==> src/rtl/video_timing.sv <==
// Raster timing generator with a LATENCY-aligned output stage feeding hdmi_encode.
// Define VIDEO_TIMING_PATTERN_EN to add the pattern_sel input and the 8-bar colour generator.
module video_timing #(
  parameter int H_ACTIVE   = 640,
  parameter int H_FRONT    = 16,
  parameter int H_SYNC     = 96,
  parameter int H_BACK     = 48,
  parameter int V_ACTIVE   = 480,
  parameter int V_FRONT    = 10,
  parameter int V_SYNC     = 2,
  parameter int V_BACK     = 33,
  parameter int H_POLARITY = 0,
  parameter int V_POLARITY = 0,
  parameter int LATENCY    = 2,
  localparam int X_W = $clog2(H_ACTIVE),
  localparam int Y_W = $clog2(V_ACTIVE)
) (
  input  logic           clk,
  input  logic           reset,
`ifdef VIDEO_TIMING_PATTERN_EN
  input  logic           pattern_sel,
`endif
  output logic [X_W-1:0] pixel_x,
  output logic [Y_W-1:0] pixel_y,
  output logic           pixel_fetch,
  input  logic [23:0]    pixel_rgb,
  output logic           active,
  output logic           h_sync,
  output logic           v_sync,
  output logic [23:0]    rgb,
  output logic           frame_start
);

  localparam int H_TOTAL = H_ACTIVE + H_FRONT + H_SYNC + H_BACK;
  localparam int V_TOTAL = V_ACTIVE + V_FRONT + V_SYNC + V_BACK;
  localparam int HC_W    = $clog2(H_TOTAL);
  localparam int VC_W    = $clog2(V_TOTAL);
  localparam int BAR_W   = HC_W + 3;

  localparam logic [HC_W-1:0] H_LAST  = HC_W'(H_TOTAL - 1);
  localparam logic [HC_W-1:0] H_ACT_C = HC_W'(H_ACTIVE);
  localparam logic [HC_W-1:0] HS_BEG  = HC_W'(H_ACTIVE + H_FRONT);
  localparam logic [HC_W-1:0] HS_END  = HC_W'(H_ACTIVE + H_FRONT + H_SYNC);
  localparam logic [VC_W-1:0] V_LAST  = VC_W'(V_TOTAL - 1);
  localparam logic [VC_W-1:0] V_ACT_C = VC_W'(V_ACTIVE);
  localparam logic [VC_W-1:0] VS_BEG  = VC_W'(V_ACTIVE + V_FRONT);
  localparam logic [VC_W-1:0] VS_END  = VC_W'(V_ACTIVE + V_FRONT + V_SYNC);
  localparam logic            H_POL   = 1'(H_POLARITY);
  localparam logic            V_POL   = 1'(V_POLARITY);

  if (LATENCY < 1) begin : g_latency_check
    $error("video_timing: LATENCY must be >= 1");
  end

  typedef struct packed {
    logic        act;
    logic        hs;
    logic        vs;
    logic        fs;
`ifdef VIDEO_TIMING_PATTERN_EN
    logic        pat;
    logic [23:0] pat_rgb;
`endif
  } stage_t;

  function automatic stage_t idle_stage();
    stage_t s;
    s    = '0;
    s.hs = ~H_POL;
    s.vs = ~V_POL;
    return s;
  endfunction

  logic [HC_W-1:0] h_q, h_d;
  logic [VC_W-1:0] v_q, v_d;
  logic            fetch_s;
  stage_t          stage_s;
  stage_t          dly_q [LATENCY];
  stage_t          dly_d [LATENCY];
  stage_t          last_s;
  logic            active_q, active_d;
  logic            h_sync_q, h_sync_d;
  logic            v_sync_q, v_sync_d;
  logic            frame_start_q, frame_start_d;
  logic [23:0]     rgb_q, rgb_d;

  always_comb begin
    h_d = h_q;
    v_d = v_q;
    if (h_q == H_LAST) begin
      h_d = '0;
      if (v_q == V_LAST) begin
        v_d = '0;
      end else begin
        v_d = v_q + VC_W'(1);
      end
    end else begin
      h_d = h_q + HC_W'(1);
    end
  end

  always_ff @(posedge clk) begin
    if (reset) begin
      h_q <= '0;
      v_q <= '0;
    end else begin
      h_q <= h_d;
      v_q <= v_d;
    end
  end

`ifdef VIDEO_TIMING_PATTERN_EN
  logic [BAR_W-1:0] bar_s;
  logic [23:0]      bar_rgb_s;

  // Bar index is pixel_x*8/H_ACTIVE; only meaningful while fetching, otherwise blanked later.
  always_comb begin
    bar_s = {h_q, 3'b000} / BAR_W'(H_ACTIVE);
    case (bar_s)
      BAR_W'(0): bar_rgb_s = 24'hFFFFFF;
      BAR_W'(1): bar_rgb_s = 24'hFFFF00;
      BAR_W'(2): bar_rgb_s = 24'h00FFFF;
      BAR_W'(3): bar_rgb_s = 24'h00FF00;
      BAR_W'(4): bar_rgb_s = 24'hFF00FF;
      BAR_W'(5): bar_rgb_s = 24'hFF0000;
      BAR_W'(6): bar_rgb_s = 24'h0000FF;
      default:   bar_rgb_s = 24'h000000;
    endcase
  end
`endif

  always_comb begin
    stage_s   = idle_stage();
    fetch_s   = (h_q < H_ACT_C) && (v_q < V_ACT_C);
    stage_s.act = fetch_s;
    if ((h_q >= HS_BEG) && (h_q < HS_END)) begin
      stage_s.hs = H_POL;
    end else begin
      stage_s.hs = ~H_POL;
    end
    if ((v_q >= VS_BEG) && (v_q < VS_END)) begin
      stage_s.vs = V_POL;
    end else begin
      stage_s.vs = ~V_POL;
    end
    stage_s.fs = (h_q == '0) && (v_q == '0);
`ifdef VIDEO_TIMING_PATTERN_EN
    stage_s.pat     = pattern_sel;
    stage_s.pat_rgb = bar_rgb_s;
`endif
  end

  assign pixel_fetch = fetch_s;
  assign pixel_x     = fetch_s ? h_q[X_W-1:0] : '0;
  assign pixel_y     = fetch_s ? v_q[Y_W-1:0] : '0;

  // Flags travel LATENCY stages so they meet pixel_rgb at the output register.
  always_comb begin
    dly_d[0] = stage_s;
    for (int i = 1; i < LATENCY; i++) begin
      dly_d[i] = dly_q[i-1];
    end
  end

  always_ff @(posedge clk) begin
    if (reset) begin
      for (int i = 0; i < LATENCY; i++) begin
        dly_q[i] <= idle_stage();
      end
    end else begin
      dly_q <= dly_d;
    end
  end

  assign last_s = dly_q[LATENCY-1];

  always_comb begin
    active_d      = last_s.act;
    h_sync_d      = last_s.hs;
    v_sync_d      = last_s.vs;
    frame_start_d = last_s.fs;
    rgb_d         = 24'h000000;
    if (last_s.act) begin
`ifdef VIDEO_TIMING_PATTERN_EN
      if (last_s.pat) begin
        rgb_d = last_s.pat_rgb;
      end else begin
        rgb_d = pixel_rgb;
      end
`else
      rgb_d = pixel_rgb;
`endif
    end else begin
      rgb_d = 24'h000000;
    end
  end

  always_ff @(posedge clk) begin
    if (reset) begin
      active_q      <= 1'b0;
      h_sync_q      <= ~H_POL;
      v_sync_q      <= ~V_POL;
      frame_start_q <= 1'b0;
      rgb_q         <= 24'h000000;
    end else begin
      active_q      <= active_d;
      h_sync_q      <= h_sync_d;
      v_sync_q      <= v_sync_d;
      frame_start_q <= frame_start_d;
      rgb_q         <= rgb_d;
    end
  end

  assign active      = active_q;
  assign h_sync      = h_sync_q;
  assign v_sync      = v_sync_q;
  assign frame_start = frame_start_q;
  assign rgb         = rgb_q;

endmodule

==> config.mk <==
export PLATFORM = sky130hd
export DESIGN_NAME = video_timing
export DESIGN_NICKNAME = d
export VERILOG_FILES = /design/src/rtl/video_timing.sv
export SDC_FILE = /design/constraint.sdc
export NUM_CORES = 1
export LEC_CHECK = 0
export ABC_AREA = 1
export BUFFER_PORTS_ARGS = -buffer_cell sky130_fd_sc_hd__buf_2
export CAP_MARGIN = 5
export CORE_MARGIN = 4
export CORE_UTILIZATION = 30
export CTS_BUF_LIST = sky130_fd_sc_hd__clkbuf_8
export DETAILED_ROUTE_END_ITERATION = 10
export GPL_ROUTABILITY_DRIVEN = 0
export SYNTH_ARGS = -nofsm -noshare
export SYNTH_HDL_FRONTEND = slang
export SYNTH_SLANG_ARGS = --single-unit
export TNS_END_PERCENT = 5
==> constraint.sdc <==
create_clock -name clk -period 4.1 [get_ports clk]
set_input_delay 1.025 -clock clk [delete_from_list [all_inputs] [get_ports clk]]
set_output_delay 1.025 -clock clk [all_outputs]
set_load 0.02 [all_outputs]
# After elaboration in Yosys (flattened, before gate mapping)
# Cells that the tools add are included.
# word_totals
register_bits,56
latchBits,0
ram_bits,0
romBits,0
inputBits,26
output_inout_bits,48
wordCells,39
n_memories,0
# classes
n_addsub,2
mul,0
n_div,0
order_cmp,6
eq_ne,2
n_shift,0
n_mux,5
bitwise,1
n_reduce_logical,8
# ops
cell,n
"10-bit by 1-bit adder with 10-bit output, second input constant",2
"10-bit == test, second input constant",2
10-bit logical NOT,2
"10-bit < comparator, second input constant",2
"10-bit by 9-bit < comparator with 1-bit output, second input constant",2
10-bit 2-to-1 mux,2
"10-bit >= comparator, second input constant",1
"10-bit by 9-bit >= comparator with 1-bit output, second input constant",1
9-bit 2-to-1 mux,1
1-bit logical AND,4
2-bit OR reduction,2
1-bit 2-to-1 mux,2
1-bit NOT,1

# Longest topological paths before layout
# depth
depth_word,3
mapped_depth,8
ltp_nobuf,8

# Worst setup path after synthesis
# No wires, ideal clock.
# synth_path
path_kind,register to output
from,reg h_q[7]
to,out pixel_x[8]
arrival_ns,1.113
t_required_ns,3.075
path_slack_ns,1.962
path_stages_with_launch,6
path_cell_list,dfxtp_1 -> buf_6 -> nand3_1 -> nand4_1 -> buf_2 -> nor2_1
# synth_between
elab_chain_cells,3
# synth_rtl
element,line,rtl
"start, declared",74,"logic [HC_W-1:0] h_q, h_d;"
"start signal, assigned",104,h_q <= '0;
"start signal, assigned",107,h_q <= h_d;
10-bit < comparator,134,fetch_s = (h_q < H_ACT_C) && (v_q < V_ACT_C);
1-bit logical AND,134,
10-bit 2-to-1 mux,154,assign pixel_x = fetch_s ? h_q[X_W-1:0] : '0;
"end, declared",23,"output logic [X_W-1:0] pixel_x,"
# No other way between the ends.

# Worst setup path in the final report
# layout_path
from,reg h_q[8]
to,out pixel_x[6]
# The elaborated chain is that of the path after synthesis.

==> metrics.md <==
| Metric | Value |
|---|---|
| Status | complete, no violations |
| Met1 GRT Util | 14.8% |
| Core area | 7250 um2 |
| Die Wd | 94.5 um |
| Required time of the critical path | 3.07 ns |
| Reg2reg setup slack | 2.50 ns |
| Vias/cell | 4.18 |
| Final net count | 405 |
| WL/cell | 10.8 um |
| CTS tree | yes |
| Pwr/cell area | 332 nW/um2 |
| FF-to-FF End | v_q[0]$_SDFFE_PP0N_ |
| Setup repair bufs after CTS | 0 |
| 1st-iter DRT viols | 69 |
| Hold crit path type | flop to flop |
| Cts-stage hold buffer count | 0 |
| Sum of buffers and inverters on the critical path | 3 |
| Gr ovfl total | 0 |
| Max-Cap Viols | 0 |
| Number of nets still failing antenna checks after routing | 0 |
| Worst-path maximum fanout | 12 |
| Post-synthesis cell type count | 27 |
| Reg2reg path depth | 6 |
| Cell area after synthesis | 2240 um2 |
| Worst Hold End | active_d$_SDFF_PP0_ |
| Syn_area_per_cell | 7.46 um2 |
| WL final | 5130 um |
| Leakage | 1.44 nW |
| Post-cts sizing count | 0 |
| # setup viols final | 0 |
| Clock tree buffer depth | 2 |
| Clock slew seen by the registers of the worst setup and hold paths | 0.10 ns |
| Tcrit/Tclk final | 71.0% |
| Crit-path max cell delay | 0.39 ns |
| Post-Syn Nets | 331 |
| Die height | 94.5 um |
| Slew @ Worst Pin | 0.747 ns |
| Slowest stage cell, crit path | nand4_1 |
| Dpl cells | 467 |
| Arrival time at the worst endpoint | 1.89 ns |
| Dpl ws | 1.51 ns |
| First-pass GRT wire length | 8460 um |
| Peak VDD IR | 0.000146 V |
| GRT Util Overall | 11.9% |
| I/O pins | 74 |
| Area after DPL | 2700 um2 |
| Post-route setup slack | 1.19 ns |
| Post-route insts no fill | 475 |
| Setup TNS Final | 0 ns |
| Synth Instances | 301 |
| Max Freq | 343 MHz |
| Final Hold Vio Count | 0 |
| Critical path class | flop to output port |
| Met2 Resource Use GR | 19.4% |
| Grt peak-use layer | met2 |
| Via count | 1985 |
| Critical path endpoint category | output port |
| Non-Filler Cell Area, Final | 2780 um2 |
| Seq cells post-synth | 56 |
| Met3 Use GR | 3.59% |
| Number of I/O port buffers | 73 |
| Root buf cell | clkbuf_8 |
| Std cell rows | 31 |
| Post-synthesis sequential area ratio | 49.9% |
| Drt pass-1 iters | 4 |
| N_diodes | 0 |
| Worst R2R Start | h_q[0]$_SDFF_PP0_ |
| Critical Path Source Type | flop |
| Number of buffers created by CTS | 5 |
| Initial Util | 30.9% |
| Synth warn | 0 |
| Stages on worst setup path | 6 |
| RSZ-0062 raised after global routing | false |
| Antenna violations before repair | 0 |
| Cell Chain, Critical Path | inv_1 > nand3_1 > nand4_1 > buf_4 > nor2_1 > buf_2 |
| Worst Hold Path Cells | 2 |
| Die area | 8930 um2 |
| Fraction of layout cells with a size suffix above 1 | 25.8% |
| Pin count of the biggest net entering global routing | 26 |
| Max-slew violation count | 0 |
| Slew HR | 50.1% |
| P&R area growth vs syn | 24.0% |
| Htree depth | 2 |
| Crit path max-delay family | buffers and inverters |
| Hold Startpoint | dly_d[3]$_SDFF_PP0_ |
| Later-pin clock latency in the skew report | 0.31 ns |
| Setup Skew | 0.00414 ns |
| HPWL after DPL | 3910 um |
| Crit path time final | 2.91 ns |
| Vias in the first global route | 1923 |
| DRC | 0 |
| # fillers | 773 |
| Clk sinks | 56 |
## layout by cell type (no fill, tap or decap), types with 4 or more instances in the layout
cell type	count
nand3_1	13
dfxtp_1	56
inv_1	58
clkbuf_8	5
nor3_1	6
nand4_1	8
or2_2	5
a21oi_1	4
ha_1	4
nand2_1	46
nor2_1	76
buf_2	73
## worst min-delay path, stage by stage, from the launching register on
cell and delay, ns:
dfxtp_1 0.31, inv_1 0.04, nor2_1 0.03
## final cells by class
type / count / area [um2] / share of cell area (%)
Sequential cell: 56 / 1120 / 40.3
Multi-Input combinational cell: 180 / 860 / 30.9
Timing Repair Buffer: 74 / 373 / 13.4
Inverter: 58 / 218 / 7.82
Tap cell: 99 / 124 / 4.45
Clock buffer: 5 / 68.8 / 2.47
Clock inverter: 3 / 20.0 / 0.719
## sequential cells by signal, indices dropped and copies added (netlist names)
register,flops
active,1
active_d,1
dly_d,4
frame_start,1
frame_start_d,1
h_q,10
h_sync,1
h_sync_d,1
rgb,24
v_q,10
v_sync,1
v_sync_d,1
## cells in the mapped netlist, drive strengths merged
master | n | area, um2
o311ai | 1 | 8.76
clkinv | 1 | 3.75
o21ai | 4 | 23.8
nor4 | 1 | 6.26
buf | 7 | 46.3
nand3 | 15 | 85.1
ha | 4 | 50.1
inv | 57 | 214
nand4 | 9 | 62.6
a21oi | 5 | 28.8
nand2 | 47 | 179
or2 | 5 | 31.3
xor2 | 3 | 33.8
nor2 | 80 | 320
dfxtp | 56 | 1120
nor3 | 6 | 30.0
## cells by family after synthesis
kind of cell	after synthesis	share of synthesized area [%]
flops	56	49.9
buf+inv	65	11.8
compound gates	10	2.73
simple gates	163	31.8
xor+xnor	3	1.51
fa+ha+maj	4	2.23
## through the flow
step                      hold WS [ns]  utilization (%)  power (W)
after floorplan                  0.388                -   0.000608
after global routing             0.427             38.4   0.000967
after global placement           0.391             37.2   0.000635
after CTS                        0.410             38.4   0.000941
after detailed placement         0.392             37.2   0.000636
final                            0.409             38.4   0.000923
## metal layers
| metal | vias to the layer above | wire, um |
|---|---|---|
| met1 | 858 | 2440 |
| li1 | 1045 | - |
| met2 | 76 | 2130 |
| met3 | 6 | 505 |
| met4 | 0 | 64 |
| met5 | - | 0 |
## power by group
part / total, W / switching (W) / internal (W) / leakage [nW]
registers: 0.000560 / 0.00000436 / 0.000556 / 0.455
logic: 0.0000620 / 0.0000380 / 0.0000239 / 0.937
clock network: 0.000301 / 0.000181 / 0.000120 / 0.0455
## worst max path at each step
stage / to / from / slack, ns
final: pixel_x[6] / h_q[8]$_SDFF_PP0_ / 1.19
after global routing: pixel_x[6] / h_q[8]$_SDFF_PP0_ / 0.91
after CTS: pixel_x[8] / h_q[8]$_SDFF_PP0_ / 1.16
after detailed placement: pixel_x[8] / h_q[8]$_SDFF_PP0_ / 1.51
after global placement: pixel_x[8] / h_q[8]$_SDFF_PP0_ / 1.57
after floorplan: pixel_x[8] / h_q[7]$_SDFF_PP0_ / 1.96
Note: power is estimated with default switching activity, not from simulation.
